File: config.mk
export PLATFORM = sky130hd
export DESIGN_NAME = uart_tx_arbiter
export DESIGN_NICKNAME = d
export VERILOG_FILES = /design/src/rtl/uart_tx_arbiter.sv
export SDC_FILE = /design/constraint.sdc
export NUM_CORES = 1
export LEC_CHECK = 0
export ABC_AREA = 1
export CORE_MARGIN = 5
export CORE_UTILIZATION = 48
export DETAILED_ROUTE_END_ITERATION = 16
export HOLD_SLACK_MARGIN = 0.08
export PLACE_DENSITY = 0.84
export RECOVER_POWER = 50
export SLEW_MARGIN = 20
export SYNTH_ARGS = -nofsm -noshare
export SYNTH_HDL_FRONTEND = slang
export SYNTH_SLANG_ARGS = --single-unit
File: constraint.sdc
create_clock -name clk_i -period 2.07 [get_ports clk_i]
set_input_delay 0.3105 -clock clk_i [delete_from_list [all_inputs] [get_ports clk_i]]
set_output_delay 0.3105 -clock clk_i [all_outputs]
set_load 0.005 [all_outputs]
File: src/rtl/uart_tx_arbiter.sv
// uart_tx_arbiter: round-robin, message-locking arbiter sharing one UART TX FIFO write port
// between NUM_REQ requesters, with a per-grant byte budget and an idle timeout.
module uart_tx_arbiter #(
  parameter int NUM_REQ   = 2,
  parameter int MAX_BURST = 16,
  parameter int TIMEOUT   = 64
) (
  input  logic                 clk_i,
  input  logic                 arst_ni,
  input  logic                 flush_i,
  input  logic [NUM_REQ*8-1:0] req_data_i,
  input  logic [NUM_REQ-1:0]   req_valid_i,
  input  logic [NUM_REQ-1:0]   req_last_i,
  output logic [NUM_REQ-1:0]   req_ready_o,
  output logic [7:0]           fifo_data_o,
  output logic                 fifo_valid_o,
  input  logic                 fifo_ready_i,
  output logic [NUM_REQ-1:0]   grant_o,
  output logic                 busy_o
);
  localparam int IW = (NUM_REQ > 1) ? $clog2(NUM_REQ) : 1;
  localparam int BW = $clog2(MAX_BURST + 1);
  localparam int TW = $clog2(TIMEOUT + 1);
  typedef enum logic {IDLE, LOCK} state_e;
  state_e        state_q, state_d;
  logic [IW-1:0] gidx_q, gidx_d, rr_ptr_q, rr_ptr_d, sel, k;
  logic [BW-1:0] burst_q, burst_d;
  logic [TW-1:0] idle_q, idle_d;
  logic [7:0]    data_q, data_d;
  logic          valid_q, valid_d, accept, release_lock;
  assign grant_o      = (state_q == LOCK) ? NUM_REQ'(1) << gidx_q : '0;
  assign req_ready_o  = grant_o & {NUM_REQ{(~valid_q | fifo_ready_i) & ~flush_i}};
  assign accept       = |(req_ready_o & req_valid_i);
  assign fifo_data_o  = data_q;
  assign fifo_valid_o = valid_q;
  assign busy_o       = state_q == LOCK;
  // Scan downward in offset so the lowest offset from rr_ptr wins.
  always_comb begin
    sel = rr_ptr_q;
    k = '0;
    for (int i = NUM_REQ - 1; i >= 0; i--) begin
      k = IW'((int'(rr_ptr_q) + i) % NUM_REQ);
      sel = req_valid_i[k] ? k : sel;
    end
  end
  always_comb begin
    state_d = state_q;
    gidx_d = gidx_q;
    rr_ptr_d = rr_ptr_q;
    burst_d = burst_q;
    idle_d = idle_q;
    release_lock = 1'b0;
    data_d = accept ? req_data_i[{gidx_q, 3'b000} +: 8] : data_q;
    valid_d = accept | (valid_q & ~fifo_ready_i);
    if (flush_i) begin
      state_d = IDLE;
      burst_d = '0;
      idle_d = '0;
      valid_d = 1'b0;
    end else if (state_q == IDLE) begin
      burst_d = '0;
      idle_d = '0;
      state_d = |req_valid_i ? LOCK : IDLE;
      gidx_d = |req_valid_i ? sel : gidx_q;
    end else begin
      burst_d = accept ? burst_q + BW'(1) : burst_q;
      idle_d = accept ? '0 : (!req_valid_i[gidx_q] && idle_q != TW'(TIMEOUT)) ? idle_q + TW'(1) : idle_q;
      release_lock = (accept && (req_last_i[gidx_q] || burst_d == BW'(MAX_BURST))) || idle_d == TW'(TIMEOUT);
      state_d = release_lock ? IDLE : LOCK;
      rr_ptr_d = release_lock ? IW'((int'(gidx_q) + 1) % NUM_REQ) : rr_ptr_q;
    end
  end
  always_ff @(posedge clk_i or negedge arst_ni) begin
    if (!arst_ni) begin
      state_q  <= IDLE;
      gidx_q   <= '0;
      rr_ptr_q <= '0;
      burst_q  <= '0;
      idle_q   <= '0;
      data_q   <= '0;
      valid_q  <= 1'b0;
    end else begin
      state_q  <= state_d;
      gidx_q   <= gidx_d;
      rr_ptr_q <= rr_ptr_d;
      burst_q  <= burst_d;
      idle_q   <= idle_d;
      data_q   <= data_d;
      valid_q  <= valid_d;
    end
  end
endmodule

## Word level (Yosys, flattened, before mapping)

Index checks and enable logic that the tools add are counted.

- Register bits: 24
- Input bits: 24
- Output and inout bits: 14
- Word-level logic and storage cells: 61

- $add $sub $neg: 4
- Magnitude comparators: 3
- Equality and inequality tests: 3
- Shift operators: 2
- Multiplexer cells: 23
- Bitwise logic cells: 10
- Reductions and logical operators: 9

Operators with widths:

| cell | number |
|---|---|
| $mux W7 | 4 |
| $shiftx A16 B5 Y8 | 1 |
| $mux W1 | 15 |
| $mux W5 | 3 |
| $add A7 B1 Y7 const B | 1 |
| $eq A7 B7 Y1 const B | 1 |
| $ne A7 B7 Y1 const B | 1 |
| $lt A1 B2 Y1 const B | 3 |
| $reduce_and A3 Y1 | 2 |
| $add A5 B1 Y5 const B | 1 |
| $eq A5 B5 Y1 const B | 1 |
| $and A2 B2 Y2 | 2 |
| $not A1 Y1 | 4 |
| $reduce_or A2 Y1 | 2 |
| $add A1 B1 Y1 const B | 2 |
| $and A1 B1 Y1 | 2 |
| $logic_and A1 B1 Y1 | 2 |
| $logic_or A1 B1 Y1 | 2 |
| $mux W2 | 1 |
| $or A1 B1 Y1 | 2 |
| $shl A1 B1 Y2 const A | 1 |
| $logic_not A1 Y1 | 1 |

## Logic depth before layout (Yosys ltp)

- Depth after elaboration: 14
- Mapped depth: 15
- Mapped depth without buffers: 15

## Least setup slack after synthesis

No wires, ideal clock.

- Kind: register -> register
- Start point: reg gidx_q
- End point: reg rr_ptr_q
- Library setup time: 116 ps
- Arrival time: 1,487 ps
- Data required time: 1,954 ps
- Slack: 467 ps
- Stages on the path, launching flop included: 14
- Cells stage by stage: dfrtp_1 nor2_2 nand4_2 nand2_4 buf_6 nor2_1 nand2_2 nand2_1 nor2_1 nand2_1 nand2_2 nand2_1 nand2_1 nand2_1

- Longest elaborated chain between the ends: 11
- Elaborated cells between the ends (all ways): 21

RTL lines:

| what | line | text |
|---|---|---|
| from (decl) | 26 | `logic [IW-1:0] gidx_q, gidx_d, rr_ptr_q, rr_ptr_d, sel, k;` |
| from (signal assigned) | 84 | `gidx_q <= gidx_d;` |
| $shl A1 B1 Y2 * | 31 | `assign grant_o = (state_q == LOCK) ? NUM_REQ'(1) << gidx_q : '0;` |
| $mux W2 * | 31 |  |
| via grant_o[0] | 18 | `output logic [NUM_REQ-1:0] grant_o,` |
| $and A2 B2 Y2 * | 32 | `assign req_ready_o = grant_o & {NUM_REQ{(~valid_q \| fifo_ready_i) & ~flush_i}};` |
| $and A2 B2 Y2 * | 33 | `assign accept = \|(req_ready_o & req_valid_i);` |
| $reduce_or A2 Y1 * | 33 |  |
| $mux W5 | 66 | `burst_d = accept ? burst_q + BW'(1) : burst_q;` |
| $eq A5 B5 Y1 | 68 | `release_lock = (accept && (req_last_i[gidx_q] \|\| burst_d == BW'(MAX_BURST))) \|\| idle_d == TW'(TIMEOUT);` |
| $logic_or A1 B1 Y1 | 68 |  |
| $logic_and A1 B1 Y1 | 68 |  |
| $logic_or A1 B1 Y1 * | 68 |  |
| $reduce_and A3 Y1 (no source line) * | -- |  |
| to (signal assigned) | 85 | `rr_ptr_q <= rr_ptr_d;` |
| to (decl) | 26 |  |

Mark *: on every way through the listed nets, which the timed path passes. The rest lies on a longest branch. The select of a mux whose other input is x is not followed.
A chain may end at the register's enable or synchronous reset.

## Worst setup path after layout

- Start point: in fifo_ready_i
- End point: out req_ready_o[0]

- Longest elaborated chain between the ends: 3

RTL lines:

| what | line | text |
|---|---|---|
| from (decl) | 17 | `input logic fifo_ready_i,` |
| $or A1 B1 Y1 | 32 |  |
| $and A1 B1 Y1 | 32 |  |
| $and A2 B2 Y2 | 32 |  |
| to (decl) | 14 | `output logic [NUM_REQ-1:0] req_ready_o,` |

Every way passes these cells.

==> qor.yml <==
grt-busiest-layer: "met2"
worst_path_largest_cell_delay_ns: 0.53
hold_viol_final: 0
drt_wl_total_um: 3226
core_mm2: 0.002781
endpoint_kind: "primary output"
htree_levels: 1
rsz0062_at_grt: "no"
crit_chain: "clkdlybuf4s50_1 > inv_1 > nand2_2 > nand2_1 > nor3_1 > clkdlybuf4s50_1"
via_count: 1346
grt_use_met3: 0.04378
die_area_mm2: 0.004122
synth_seq_cells: 24
netlist_area_mm2: 0.001410
layout_setup_ws_ns: 0.07482
die_y_um: 64.20
drc_errors: 0
initial_core_util: 0.5070
clock_path_buffers: 2
slowest_stage: "clkdlybuf4s50_1"
fmax_mhz: 501.2
powerDensity_mw_per_mm2: 888.9
relSlewSlack: 0.1722
ys_async_sr_fraction: 1.000
drtAntennaViolNets: 0
dp_slack_ns: -0.1037
drive_gt1_frac: 0.1130
dp_hpwl_um: 2610
synth_top_area_frac: 0.4259
synthFlopType: "dfrtp_1"
post_cts_buffers: 0
grt_pass1_wl_um: 5561
irDropWorstVdd_uv: 634.1
overflow: 0
synth_cells: 191
viasPerCell: 4.985
antenna_found_initial: 0
area_growth_pct: 35.67
status: "finished, final reports clean"
hold_path.class: "flip-flop to flip-flop"
grt_util_met2: 0.2714
post_drt_wl_per_cell_um: 11.95
row_count: 19
numCtsBuffers: 3
ys_warn_count: 0
portBuffers: 37
cp_num_buf_inv: 3
cp-start-kind: "primary input"
cts_tree: "done"
maxCapViolCount: 0
grt_max_degree: 25
globalplace.congestion: 0.9641
cp_common_cell: "clkdlybuf4s50_1"
path_clk_slew_ns: 0.13
synth_fp_nets: 218
synth_largest_area_cell: "dfrtp_1"
nets: 267
arrival_ns: 1.68
critPathMaxFanout: 4
dr.pass1.iters: 4
fin_crit_sh: 0.9639
placedCellCount: 266
synth_edf_count: 0
met1_usage: 0.2083
required_ns: 1.76
leakage_nw: 0.9038
slew_viol_final: 0
pin_count: 38
fin_skew_ns: 0.005420
tightestPinTransition_ns: 1.242
min_period_ns: 1.995
antennaDiodeCount: 0
die_x_um: 64.20
syn_avg_cell_area_um2: 7.383
grt_pass1_vias: 1352
clkSinkCount: 24
instances_no_fill: 270
cts_root_buffer: "clkbuf_4"
setup_viol: 0
cp_top_family: "buffers and inverters"
ys_seq_area_frac: 0.4259
ys_top_cells_by_area: "dfrtp_1, nand2_1, nor2_1, a31oi_1, nand3_1"
ys_types: 26
crit_type: "primary input to primary output"
post-route-util: 0.6878
power_mw: 1.701
synthTopCellsByCount: "nand2_1, nor2_1, dfrtp_1"
drt-initial-drc-count: 42
clkLatencyLatePin_ns: 0.31
grt_usage: 0.1650
synth_most_common_cell: "nand2_1"
[sequential cells by signal (all words and copies together) (netlist names)]
name          flops
idle_q            7
burst_q           5
fifo_valid_o      1
gidx_q            1
fifo_data_o       8
busy_o            1
rr_ptr_q          1
[cell usage in the layout, fill, tap and decap left out, drive strengths merged]
cell	synthesis	final
nand2	64	64
o21ai	6	6
xnor2	2	2
o21bai	2	2
ha	3	3
nor2	32	32
clkbuf	2	5
nand3b	3	3
dlygate4sd3	0	2
dfrtp	24	24
clkdlybuf4s50	0	35
inv	19	19
buf	3	11
nand4	5	5
xor2	4	4
a21oi	1	1
or2	1	1
nor3	2	2
a31oi	8	8
nand3	10	10
[worst reg2reg max path, cell delays in order (launching register included)]
cell and delay [ns]:
dfrtp_1 0.45, nor2_1 0.23, nand4_2 0.22, nand2_4 0.17, inv_1 0.13, nand3_1 0.14
nand2_1 0.06, nor2_1 0.11, nand2_1 0.07, nand2_2 0.08, nand2_1 0.05, nand2_1 0.07
nand2_1 0.05
[per-stage QoR]
step	hold WS [ns]	TNS (ns)	area, um^2
2_1_floorplan	0.01491	0	1410
3_3_place_gp	0.4686	-0.002697	1881
3_5_place_dp	0.4768	-0.1495	1881
4_1_cts	0.3381	0	1917
5_1_grt	0.5378	0	1913
6_report	0.5168	0	1913
[report_power, final]
group	internal [mW]	switching (mW)
Combinational	0.406	0.391
Clock	0.107	0.138
Sequential	0.582	0.0762
Total	1.10	0.605
[layer usage]
layer,vias to the layer above,part of all wire
met5,-,0
met4,0,0.020
met3,8,0.059
met2,34,0.46
met1,597,0.46
li1,707,-
[what timing repair did]
action | in CTS | in global routing
gates resized for setup | 0 | 1
hold buffers | 0 | 0
endpoints found under the setup margin | 0 | 1
[area by class of cell]
| class | instances | area, um^2 |
|---|---|---|
| clock buffers | 4 | 36.28 |
| fillers | 228 | 868.3 |
| inverters | 19 | 71.32 |
| multi-input cells | 143 | 709.4 |
| flip-flops and latches | 24 | 600.6 |
| well taps | 31 | 38.79 |
| repair buffers | 49 | 456.7 |
[final timing paths]
kind	from	endpoint	slack [ns]	depth (start not counted)
max in group asynchronous	arst_ni	idle_q[5]	0.58	2
worst max-delay path	fifo_ready_i	req_ready_o[0]	0.07	6
worst min register to register	rr_ptr_q	rr_ptr_q	0.52	2
worst max register to register	gidx_q	rr_ptr_q	0.15	12
min in group asynchronous	arst_ni	fifo_valid_o	0.76	2
worst min-delay path	rr_ptr_q	rr_ptr_q	0.52	2
[kinds of logic after synthesis]
logic type	count (synthesis)	synth area share
xor+xnor	6	0.03727
buf+inv	24	0.07099
fa+ha+maj	3	0.02662
compound gates	17	0.07098
flops	24	0.4259
simple gates	117	0.3682
Note: power is estimated with default switching activity, not from simulation.
